## config.mk

```make
export PLATFORM = sky130hd
export DESIGN_NAME = seven_seg_scan_ctrl
export DESIGN_NICKNAME = d
export VERILOG_FILES = /design/src/rtl/seven_seg_scan_ctrl.sv
export SDC_FILE = /design/constraint.sdc
export NUM_CORES = 1
export LEC_CHECK = 0
export CAP_MARGIN = 20
export CORE_MARGIN = 1
export CORE_UTILIZATION = 25
export DETAILED_ROUTE_END_ITERATION = 10
export PLACE_DENSITY = 0.42
export SLEW_MARGIN = 20
export SYNTH_ARGS = -nofsm -noshare
export SYNTH_HDL_FRONTEND = slang
export SYNTH_SLANG_ARGS = --single-unit
```

## constraint.sdc

```tcl
create_clock -name clk -period 3.7 [get_ports clk]
set_clock_uncertainty 0.15 [all_clocks]
set_input_delay 0.37 -clock clk [delete_from_list [all_inputs] [get_ports clk]]
set_output_delay 0.37 -clock clk [all_outputs]
set_load 0.02 [all_outputs]
```

## src/rtl/seven_seg_scan_ctrl.sv

```systemverilog
// rtl/seven_seg_scan_ctrl.sv - multiplexed common-anode seven-segment scan controller
// Optional leading-zero blanking when SEVEN_SEG_LZB_EN is defined.
module seven_seg_scan_ctrl #(
  parameter int NUM_DIGITS  = 8,
  parameter int REFRESH_DIV = 50000,
  parameter int DEAD_CYCLES = 500
) (
  input  logic                    clk,
  input  logic                    reset,
  input  logic [4*NUM_DIGITS-1:0] digits_in,
  input  logic [NUM_DIGITS-1:0]   dp_in,
  input  logic [NUM_DIGITS-1:0]   blank_in,
  input  logic                    load,
  output logic                    update_pending,
  output logic                    frame_done,
  output logic [NUM_DIGITS-1:0]   display_column,
  output logic [7:0]              out
);

  localparam int PW = $clog2(REFRESH_DIV);
  localparam int IW = (NUM_DIGITS > 1) ? $clog2(NUM_DIGITS) : 1;
  localparam logic [PW-1:0] P_LAST = PW'(REFRESH_DIV - 1);
  localparam logic [IW-1:0] I_LAST = IW'(NUM_DIGITS - 1);
  localparam logic [PW-1:0] P_DEAD = PW'(DEAD_CYCLES);

  typedef enum logic {ST_DEAD, ST_ON} state_t;

  state_t                  state_q, state_d;
  logic [PW-1:0]           prescaler_q, prescaler_d;
  logic [IW-1:0]           index_q, index_d;
  logic [4*NUM_DIGITS-1:0] act_dig_q, act_dig_d, pend_dig_q, pend_dig_d;
  logic [NUM_DIGITS-1:0]   act_dp_q, act_dp_d, pend_dp_q, pend_dp_d;
  logic [NUM_DIGITS-1:0]   act_blank_q, act_blank_d, pend_blank_q, pend_blank_d;
  logic                    pend_flag_q, pend_flag_d;
  logic [NUM_DIGITS-1:0]   col_q, col_d;
  logic [7:0]              seg_q, seg_d;
  logic                    frame_done_q, frame_done_d;
  logic                    boundary;
  logic [3:0]              nib;
  logic                    dp_sel, blank_sel;
  logic [NUM_DIGITS-1:0]   lz_mask;

  function automatic logic [6:0] hex7(input logic [3:0] v);
    case (v)
      4'h0: hex7 = 7'h40;  4'h1: hex7 = 7'h79;  4'h2: hex7 = 7'h24;  4'h3: hex7 = 7'h30;
      4'h4: hex7 = 7'h19;  4'h5: hex7 = 7'h12;  4'h6: hex7 = 7'h02;  4'h7: hex7 = 7'h78;
      4'h8: hex7 = 7'h00;  4'h9: hex7 = 7'h10;  4'hA: hex7 = 7'h08;  4'hB: hex7 = 7'h03;
      4'hC: hex7 = 7'h46;  4'hD: hex7 = 7'h21;  4'hE: hex7 = 7'h06;  default: hex7 = 7'h0E;
    endcase
  endfunction

  always_comb begin
    boundary     = (prescaler_q == P_LAST) && (index_q == I_LAST);
    frame_done_d = boundary;
    prescaler_d  = (prescaler_q == P_LAST) ? '0 : prescaler_q + 1'b1;
    index_d      = index_q;
    if (prescaler_q == P_LAST) begin
      index_d = (index_q == I_LAST) ? '0 : index_q + 1'b1;
    end
    state_d = (prescaler_d < P_DEAD) ? ST_DEAD : ST_ON;

    act_dig_d    = act_dig_q;
    act_dp_d     = act_dp_q;
    act_blank_d  = act_blank_q;
    pend_dig_d   = pend_dig_q;
    pend_dp_d    = pend_dp_q;
    pend_blank_d = pend_blank_q;
    pend_flag_d  = pend_flag_q;
    // A load landing on the boundary bypasses the pending bank entirely.
    if (boundary && load) begin
      act_dig_d   = digits_in;
      act_dp_d    = dp_in;
      act_blank_d = blank_in;
      pend_flag_d = 1'b0;
    end else if (boundary && pend_flag_q) begin
      act_dig_d   = pend_dig_q;
      act_dp_d    = pend_dp_q;
      act_blank_d = pend_blank_q;
      pend_flag_d = 1'b0;
    end else if (load) begin
      pend_dig_d   = digits_in;
      pend_dp_d    = dp_in;
      pend_blank_d = blank_in;
      pend_flag_d  = 1'b1;
    end
  end

`ifdef SEVEN_SEG_LZB_EN
  logic zero_run;
  always_comb begin
    lz_mask  = '0;
    zero_run = 1'b1;
    for (int i = NUM_DIGITS - 1; i > 0; i--) begin
      zero_run   = zero_run && (act_dig_q[i*4 +: 4] == 4'd0);
      lz_mask[i] = zero_run;
    end
  end
`else
  assign lz_mask = '0;
`endif

  always_comb begin
    nib       = 4'd0;
    dp_sel    = 1'b0;
    blank_sel = 1'b0;
    col_d     = '1;
    for (int i = 0; i < NUM_DIGITS; i++) begin
      if (index_q == IW'(i)) begin
        nib       = act_dig_q[i*4 +: 4];
        dp_sel    = act_dp_q[i];
        blank_sel = act_blank_q[i] | lz_mask[i];
        col_d[i]  = (state_q == ST_ON) ? 1'b0 : 1'b1;
      end
    end
    if (state_q == ST_DEAD || blank_sel) begin
      seg_d = 8'hFF;
    end else begin
      seg_d = {~dp_sel, hex7(nib)};
    end
  end

  always_ff @(posedge clk or negedge reset) begin
    if (!reset) begin
      state_q      <= ST_DEAD;
      prescaler_q  <= '0;
      index_q      <= '0;
      act_dig_q    <= '0;
      act_dp_q     <= '0;
      act_blank_q  <= '0;
      pend_dig_q   <= '0;
      pend_dp_q    <= '0;
      pend_blank_q <= '0;
      pend_flag_q  <= 1'b0;
      col_q        <= '1;
      seg_q        <= 8'hFF;
      frame_done_q <= 1'b0;
    end else begin
      state_q      <= state_d;
      prescaler_q  <= prescaler_d;
      index_q      <= index_d;
      act_dig_q    <= act_dig_d;
      act_dp_q     <= act_dp_d;
      act_blank_q  <= act_blank_d;
      pend_dig_q   <= pend_dig_d;
      pend_dp_q    <= pend_dp_d;
      pend_blank_q <= pend_blank_d;
      pend_flag_q  <= pend_flag_d;
      col_q        <= col_d;
      seg_q        <= seg_d;
      frame_done_q <= frame_done_d;
    end
  end

  assign update_pending = pend_flag_q;
  assign frame_done     = frame_done_q;
  assign display_column = col_q;
  assign out            = seg_q;

endmodule

```

==> metrics <==
Worst Setup End Kind=flop; number of max-cap violations=0; via count=4672; CTS resizes=0; Non-Filler Instances=998; Final ANT Viol Nets=0; Critical Path Start Type=flop; Mapped Area=6370 µm²; Post-synth ARST share=100%; RSZ-0062 raised after global routing=false; Cell Pwr Density=445 nW/µm²; Worst-Skew Late Latency=420 ps; CTS Root Cell=clkbuf_16; Final Total Pwr=3.55 mW; Num CTS Buffers=17; Worst EP required=3880 ps; Congestion Overflow GR=0; dpl hpwl=~11 mm; critical path class=reg -> reg; Iter 0 DRT Violations=between 200 and 250; Yosys top cell by area=dfrtp_1; count leader, synth=dfrtp_1; failing checks=negative hold slack; drt first pass iters=4; Hold Crit Class=in -> async; Synth Flop Type=dfrtp_1; run status=complete, but fails checks; largest net degree at the start of global routing=111; Warnings, synthesis=0; Area growth, synth to finish=25.1%; peak fanout along the critical path=8; final core area utilization=31.7%; first-pass GRT wire length=26.0 mm; Clock transition at path regs=~60 ps; Rel. slew slack=35.7%; Mapped Nets=664; pre-CTS setup slack=561 ps; number of synthesized register bits=around 130; Hold-fix buffers, CTS=0; FP Rows=58; clk sink count=about 130; Max H-tree Level=4; DRC viols=0; antenna violations before repair=0; CORE AREA=~25000 µm²; ratio of cells with drive above 1 in the final layout=between 10% and 20%; Cell variety after synth=53; Die Footprint=26100 µm²; pin slew with the least headroom to its limit=~960 ps; CP Data Arrival Time=3380 ps; P_leak=3.23 nW; crit path time final=3200 ps; top post-synthesis cells by area=dfrtp_1 46%, mux2_2 8.8%, dfstp_2 6.6%, o22ai_1 4.8%, nand2_1 4.4%; Hold Slack=-80.6 ps; CTS tree=done; Period Utilization, post-route=86.5%; worst-case reg-to-reg path depth=12; Slew Viols, Final=0; worst setup margin=498 ps; Post-synth EDFFs=0; vias in the first global route=between 4000 and 5000; Initial Util=roughly 25%; routed wire length=15.6 mm; Cells after Synth=599; post-synth top area share=46.4%; Final TNS setup=0 ps; Ports=69; GP Congestion=0.789; share of synthesized area occupied by flip-flops and latches=a little over half; dpl cells=967; Final Hold Viols=between 90 and 100; Die X-Extent=about 160 µm; diode count=0; total track usage=approximately an eighth; Synth Area per Inst=~11 µm²; port bufs=68; # setup viols final=0; via/cell ratio=about 4.7; top cells by count, synth=118 x dfrtp_1, 74 x nand2_1, 50 x mux2_2; worst vdd ir=0.267 mV; die height=162 µm; Final nets=around 720; Peak Freq=between 300 and 400 MHz; wire per inst=about 16 µm; worst-case clock buffer depth=2; post-CTS setup buffer count=0
## power breakdown
part / internal, mW / leakage [nW] / switching (mW)
Clock: 1.04 / 0.280 / 0.645
Sequential: 1.55 / 1.65 / 0.0448
Combinational: 0.142 / 1.30 / 0.130
## sequential cells by signal (all words and copies together), names as in the netlist
signal / flops
state_q: 1
act_dig_q: 32
display_column: 8
out: 8
act_dp_q: 8
frame_done: 1
pend_dp_q: 8
update_pending: 1
act_blank_q: 8
index_q: 3
pend_dig_q: 32
pend_blank_q: 8
prescaler_q: 16
## cell usage in the layout (no fill, tap or decap), types with 3 or more instances in the layout
| cell | n |
|---|---|
| nor3_1 | 5 |
| xor2_1 | 9 |
| or3_1 | 4 |
| clkbuf_16 | 17 |
| clkinvlp_4 | 4 |
| o22ai_1 | 49 |
| clkinv_4 | 3 |
| nand2_1 | 74 |
| mux2_2 | 50 |
| or2_2 | 3 |
| buf_4 | 14 |
| ha_1 | 14 |
| a221o_1 | 8 |
| nand4_1 | 4 |
| o211ai_1 | 7 |
| o31ai_1 | 4 |
| o21ai_1 | 40 |
| nor2_1 | 22 |
| a31oi_1 | 4 |
| xnor2_1 | 8 |
| inv_1 | 18 |
| dfrtp_1 | 118 |
| dfstp_2 | 16 |
| a211oi_1 | 6 |
| clkdlybuf4s50_1 | 67 |
| a21oi_1 | 13 |
| o21ai_0 | 17 |
| nand3_1 | 14 |
| clkbuf_8 | 4 |
| nor2b_1 | 11 |
| mux2i_1 | 3 |
## final cells by class
class	instances	area, µm²
Clock buffer	20	467
Clock inverter	11	126
Fill cell	2613	17100
Inverter	18	67.6
Multi-Input combinational cell	401	2690
Sequential cell	134	3370
Tap cell	330	413
Timing Repair Buffer	84	830
## logic make-up after synthesis
family	synth area share, %
muxes	9.31
AOI/OAI and AO/OA	16.6
buffers and inverters	4.95
xor gates and xnor gates	2.34
DFF	53.0
adders and majority gates	2.75
and+or+nand+nor	11.1
## critical path, cell delays in order (launching register included)
cell and delay (ps):
dfrtp_1 400, inv_1 120, ha_1 170, nor2b_1 270, buf_4 230, a22oi_1 70
or3_1 330, a32oi_2 400, inv_1 170, ha_1 240, o221ai_1 90, a21oi_1 100
or3_1 370
## stage by stage
| stage | cell area (µm²) | hold WS [ps] |
|---|---|---|
| final | 7970 | -80.6 |
| after global routing | 7970 | 16.8 |
| after CTS | 7970 | 6.90 |
| after detailed placement | 7370 | 333 |
| after global placement | 7370 | 333 |
| after floorplan | 6370 | -75.6 |
## per-layer routing
layer / track usage [%] / wire length (µm) / share of wire, % / vias to the layer above
met5: 0 / 0 / 0 / -
met4: 3.60 / 141 / 0.91 / 0
met3: 3.16 / 560 / 3.6 / 10
met2: 20.3 / 7200 / 46 / 82
met1: 17.2 / 7660 / 49 / 2303
li1: - / - / - / 2277
## path summary, 6_finish.rpt
kind | startpoint | endpoint | slack (ps)
worst max-delay path | index_q[0] | out[0] | 500
worst min-delay path | reset | pend_dig_q[17] | -80
worst max register to register | index_q[0] | out[0] | 500
worst min register to register | act_dig_q[11] | act_dig_q[11] | 340
max in group asynchronous | reset | pend_dp_q[1] | 2690
min in group clk | act_dig_q[11] | act_dig_q[11] | 340
Power figures use the tool's default switching activity.
